<file path="config.mk">
export PLATFORM = sky130hd
export DESIGN_NAME = keypad_matrix_scanner
export DESIGN_NICKNAME = d
export VERILOG_FILES = /design/src/rtl/keypad_pkg.sv /design/src/rtl/key_prio_enc.sv /design/src/rtl/keypad_matrix_scanner.sv
export SDC_FILE = /design/constraint.sdc
export NUM_CORES = 1
export LEC_CHECK = 0
export BUFFER_PORTS_ARGS = -buffer_cell sky130_fd_sc_hd__buf_4
export CORE_ASPECT_RATIO = 0.8
export CORE_UTILIZATION = 60
export DETAILED_ROUTE_END_ITERATION = 12
export PLACE_DENSITY = 0.85
export SLEW_MARGIN = 20
export SYNTH_ARGS = -nofsm -noshare
export SYNTH_HDL_FRONTEND = slang
export SYNTH_SLANG_ARGS = --single-unit
</file>
<file path="constraint.sdc">
create_clock -name clk -period 6.15 [get_ports clk]
set_input_delay 0.3075 -clock clk [delete_from_list [all_inputs] [get_ports clk]]
set_output_delay 0.3075 -clock clk [all_outputs]
set_load 0.02 [all_outputs]
</file>
<file path="src/rtl/keypad_pkg.sv">
// ============================================================================
// Module   : keypad_pkg
// Brief    : Shared sizes and scan-state encoding for the 5x5 keypad scanner.
// Revision : 1.0
// ============================================================================
`default_nettype none

package keypad_pkg;

    localparam int KEY_ROWS   = 5;
    localparam int KEY_COLS   = 5;
    localparam int KEY_NUM    = 25;
    localparam int KEY_CODE_W = 5;
    localparam int KEY_COL_W  = 3;

    typedef enum logic [1:0] {
        ST_DRIVE     = 2'd0,
        ST_SAMPLE    = 2'd1,
        ST_FRAME_END = 2'd2
    } scan_state_t;

endpackage

`default_nettype wire

</file>
<file path="src/rtl/key_prio_enc.sv">
// ============================================================================
// Module   : key_prio_enc
// Brief    : Combinational lowest-set-bit encoder over the 25-key vector.
// Revision : 1.0
// ============================================================================
`default_nettype none

module key_prio_enc
    import keypad_pkg::*;
(
    input  logic [KEY_NUM-1:0]    vec,
    output logic [KEY_CODE_W-1:0] idx,
    output logic                  nz
);

    // Scan downwards so the lowest set bit is the last to write idx.
    always_comb begin
        idx = '0;
        for (int i = KEY_NUM - 1; i >= 0; i--) begin
            if (vec[i]) begin
                idx = KEY_CODE_W'(i);
            end
        end
    end

    assign nz = |vec;

endmodule

`default_nettype wire

</file>
<file path="src/rtl/keypad_matrix_scanner.sv">
// ============================================================================
// Module   : keypad_matrix_scanner
// Brief    : 5x5 button-matrix scanner with frame debounce and press/release
//            event handshake.
// Revision : 1.0
// ============================================================================
`default_nettype none

module keypad_matrix_scanner
    import keypad_pkg::*;
#(
    parameter int DWELL_CYCLES    = 50000,
    parameter int DEBOUNCE_FRAMES = 4
) (
    input  logic                  clk,
    input  logic                  rst,
    input  logic                  scan_en,
    output logic [KEY_COLS-1:0]   btn_x,
    input  logic [KEY_ROWS-1:0]   btn_y,
    output logic [KEY_NUM-1:0]    key_state,
    output logic                  key_valid,
    input  logic                  key_ready,
    output logic [KEY_CODE_W-1:0] key_code,
    output logic                  key_press
);

    localparam int CNT_W = (DWELL_CYCLES > 1) ? $clog2(DWELL_CYCLES) : 1;
    localparam int STB_W = (DEBOUNCE_FRAMES > 1) ? $clog2(DEBOUNCE_FRAMES) : 1;
    localparam logic [CNT_W-1:0]     c_cnt_last = CNT_W'(DWELL_CYCLES - 1);
    localparam logic [KEY_COL_W-1:0] c_col_last = KEY_COL_W'(KEY_COLS - 1);

    scan_state_t            r_state;
    scan_state_t            w_state_nxt;
    logic [CNT_W-1:0]       r_cnt;
    logic [KEY_COL_W-1:0]   r_col;
    logic [KEY_NUM-1:0]     r_frame;
    logic [KEY_NUM-1:0]     r_last_frame;
    logic [STB_W-1:0]       r_stable;
    logic [KEY_NUM-1:0]     r_key_state;
    logic [KEY_NUM-1:0]     r_reported;
    logic                   r_valid;
    logic [KEY_CODE_W-1:0]  r_code;
    logic                   r_press;
    logic [KEY_NUM-1:0]     w_diff;
    logic [KEY_CODE_W-1:0]  w_idx;
    logic                   w_nz;
    logic [KEY_COLS-1:0]    w_col_onehot;

    // ---------------- scan sequencer ----------------
    always_ff @(posedge clk) begin
        if (rst) begin
            r_state <= ST_DRIVE;
        end else begin
            r_state <= w_state_nxt;
        end
    end

    always_comb begin
        w_state_nxt = r_state;
        if (scan_en) begin
            case (r_state)
                ST_DRIVE:     if (r_cnt == c_cnt_last) w_state_nxt = ST_SAMPLE;
                ST_SAMPLE:    w_state_nxt = (r_col == c_col_last) ? ST_FRAME_END : ST_DRIVE;
                ST_FRAME_END: w_state_nxt = ST_DRIVE;
                default:      w_state_nxt = ST_DRIVE;
            endcase
        end
    end

    // Counter, column, frame capture and debounce all freeze with scan_en.
    always_ff @(posedge clk) begin
        if (rst) begin
            r_cnt        <= '0;
            r_col        <= '0;
            r_frame      <= '0;
            r_last_frame <= '0;
            r_stable     <= '0;
            r_key_state  <= '0;
        end else if (scan_en) begin
            case (r_state)
                ST_DRIVE: r_cnt <= r_cnt + 1'b1;
                ST_SAMPLE: begin
                    r_frame[int'(r_col) * KEY_ROWS +: KEY_ROWS] <= ~btn_y;
                    r_cnt <= '0;
                    if (r_col != c_col_last) r_col <= r_col + 1'b1;
                end
                ST_FRAME_END: begin
                    r_col <= '0;
                    if (r_frame != r_last_frame) begin
                        r_stable     <= '0;
                        r_last_frame <= r_frame;
                    end else begin
                        if (int'(r_stable) < DEBOUNCE_FRAMES - 1) r_stable <= r_stable + 1'b1;
                        if (DEBOUNCE_FRAMES > 1 && int'(r_stable) == DEBOUNCE_FRAMES - 2)
                            r_key_state <= r_frame;
                    end
                    // A single-frame debounce simply passes every frame through.
                    if (DEBOUNCE_FRAMES == 1) r_key_state <= r_frame;
                end
                default: r_cnt <= '0;
            endcase
        end
    end

    assign w_col_onehot = {{(KEY_COLS-1){1'b0}}, 1'b1} << r_col;
    assign btn_x        = scan_en ? ~w_col_onehot : {KEY_COLS{1'b1}};

    // ---------------- event generation ----------------
    assign w_diff = r_key_state ^ r_reported;

    key_prio_enc u_prio (
        .vec (w_diff),
        .idx (w_idx),
        .nz  (w_nz)
    );

    // reported only tracks accepted events, so any intermediate change that
    // happened while an event was stalled is delivered afterwards.
    always_ff @(posedge clk) begin
        if (rst) begin
            r_reported <= '0;
            r_valid    <= 1'b0;
            r_code     <= '0;
            r_press    <= 1'b0;
        end else if (r_valid) begin
            if (key_ready) begin
                r_reported[r_code] <= r_press;
                r_valid            <= 1'b0;
            end
        end else if (w_nz) begin
            r_valid <= 1'b1;
            r_code  <= w_idx;
            r_press <= r_key_state[w_idx];
        end
    end

    assign key_state = r_key_state;
    assign key_valid = r_valid;
    assign key_code  = r_code;
    assign key_press = r_press;

endmodule

`default_nettype wire
</file>
==> run metrics <==
Power Dens Cells 262.5 nW/um^2; Clock Root Buffer clkbuf_16; Post-synth ARST share 0; Post-DP HPWL 11,100 um; Netlist cell types 58; Fin. Hold Viols 0; CP endpoint kind flop; Synth Cell Area 6365 sq um; top-count cell post-synth nor2_1; Starting Density 0.6191; period utilization 0.4592; global-route wire length before repair 25,570 um; Mapped Nets 768; Util after Layout 0.7140; clock skew 0.007284 ns; # rows 33; outcome complete, no violations; RSZ-0062 raised after global routing false; DR iter-0 viols 556; core region area 10,280 sq um; Tmin final 2.824 ns; via count 5,568; GRT Util Overall 0.3064; clk_lat worst skew 0.41 ns; YS warnings 0; Overflow after GRT 0; drt drc 0; HP Class primary input to flop; startpoint type of the worst setup path flop; max cap viols 0; fillers 767; post-CTS resize count 0; area leader, netlist dfxtp_1; vias in the first global route 5,038; setup bufs post-CTS 0; Routability Congestion 0.9757; hold path startpoint key_ready; Slew @ Worst Pin 0.9237 ns; CTS tree yes; total power draw 1.927 mW; DR WL/cell 17.28 um; CP arrival 3.16 ns; Die H 94.12 um; Critical R2R Launch key_state[10]; Slew HR 0.3833; setup_tns 0 ns; Slew Limit Fails 0; top-area cell type share of the netlist area 0.4089; largest net degree at the start of global routing 81; Seq/Total Area, Yosys 0.4089; critical path required time 6.49 ns; maximum VDD drop 0.1993 mV; clk sinks 130; clk slew on worst S/H paths 0.05 ns; Synth top cells by count nor2_1 (139), dfxtp_1 (130), mux2i_1 (73), nand2_1 (60), a21oi_1 (48); kind of critical path flop to flop; post-synthesis register bit count 130; Post-CTS Hold Buffers 0; Setup violations, final 0; worst setup path start key_state[10]; Pleak 3.017 nW; htree depth 4; initial antenna violation count 0; Synth Flop Type dfxtp_1; buffer levels on the longest clock path 2; number of diodes 0; Max Fclk 354.1 MHz; Worst Path Max Fanout 11; die width 117.2 um; Buffers on Ports 45; detail-routed via count per cell 5.994; nets 798; Detailed Routing Iterations Pass 1 5; share of cells above drive strength 1 0.1077; total CTS buffers 17; total wire length 16,050 um; Die ar. 11,030 sq um; cell count after synthesis 748; Post-synth EDFFs 0; top area cells in the synthesized netlist dfxtp_1 (41%), mux2i_1 (11%), nor2_1 (8.2%); IO Pins 46; synthesized area per cell 8.509 sq um; Final ANT Viol Nets 0; Layout area overhead 15.33%
cell type report:
class	count	area [sq um]	share of cell area
Tap cell	140	175.2	0.02386
Timing Repair Buffer	48	360.3	0.04909
Sequential cell	130	2603	0.3545
Clock buffer	25	485.5	0.06613
Clock inverter	5	125.1	0.01704
Inverter	8	30.03	0.004091
Multi-Input combinational cell	573	3562	0.4853
worst max-delay path: stages (launching register included):
cell and delay (ns):
dfxtp_1 0.53, xor2_1 0.15, nor2_1 0.32, o211ai_2 0.19
o21a_4 0.27, nor2_4 0.34, mux2i_1 0.17, and3_1 0.21
o41a_1 0.41, a31oi_1 0.17
per-stage QoR:
stage,hold WS [ns],cell area [sq um],std cells,setup slack (ns)
after floorplan,0.4008,6365,748,3.745
after global placement,0.4582,6725,899,3.462
after detailed placement,0.4670,6725,899,3.470
after CTS,0.08329,7336,929,3.432
after global routing,0.09159,7341,929,3.208
final,0.09642,7341,929,3.326
logic make-up after synthesis:
logic type | after synthesis | synth area share
AO/OA/AOI/OAI | 101 | 0.09829
XOR/XNOR | 64 | 0.08807
adder cells (fa/ha/maj) | 11 | 0.02162
buffers and inverters | 45 | 0.03263
flip-flops | 130 | 0.4089
multiplexers | 74 | 0.1166
AND/OR/NAND/NOR | 323 | 0.2339
sequential cells by signal (all words and copies together), names as in the netlist, 2 cells and up:
signal,count
key_state,25
r_frame,25
r_state,2
r_cnt,16
key_code,5
r_stable,2
r_reported,25
r_last_frame,25
r_col,3
layout by cell type, fill, tap and decap left out, types with 5 or more instances in the layout:
cell and instances:
nand3_1 33, mux2i_1 73, nor2b_1 5, nor3_1 23
nand4_1 12, nand2_1 60, o21ai_0 17, nor2_1 138
and3_1 5, buf_4 48, clkbuf_1 5, a211oi_1 13
xnor2_1 23, or3_1 10, dfxtp_1 130, xor2_1 41
nor4_1 7, ha_1 11, inv_1 8, clkbuf_16 17
nand2b_1 5, a21oi_1 48
final timing paths:
check,endpoint,slack [ns],depth (start not counted)
worst max-delay path,key_press,3.33,9
worst min register to register,r_reported[2],0.47,2
worst min-delay path,key_valid,0.1,2
worst max register to register,key_press,3.33,9
routing by layer:
layer	GRT usage	part of all wire	wire, um
met1	0.4199	0.46	7338
met2	0.4554	0.45	7176
met3	0.09742	0.080	1277
met4	0.09388	0.016	257
met5	0	0	0
power breakdown:
part           total (mW)  switching [mW]  internal [mW]
combinational      0.0292          0.0221        0.00716
sequential          0.845         0.00124          0.844
clock                1.05           0.347          0.706
No activity file was read; power rests on OpenSTA's default activity.
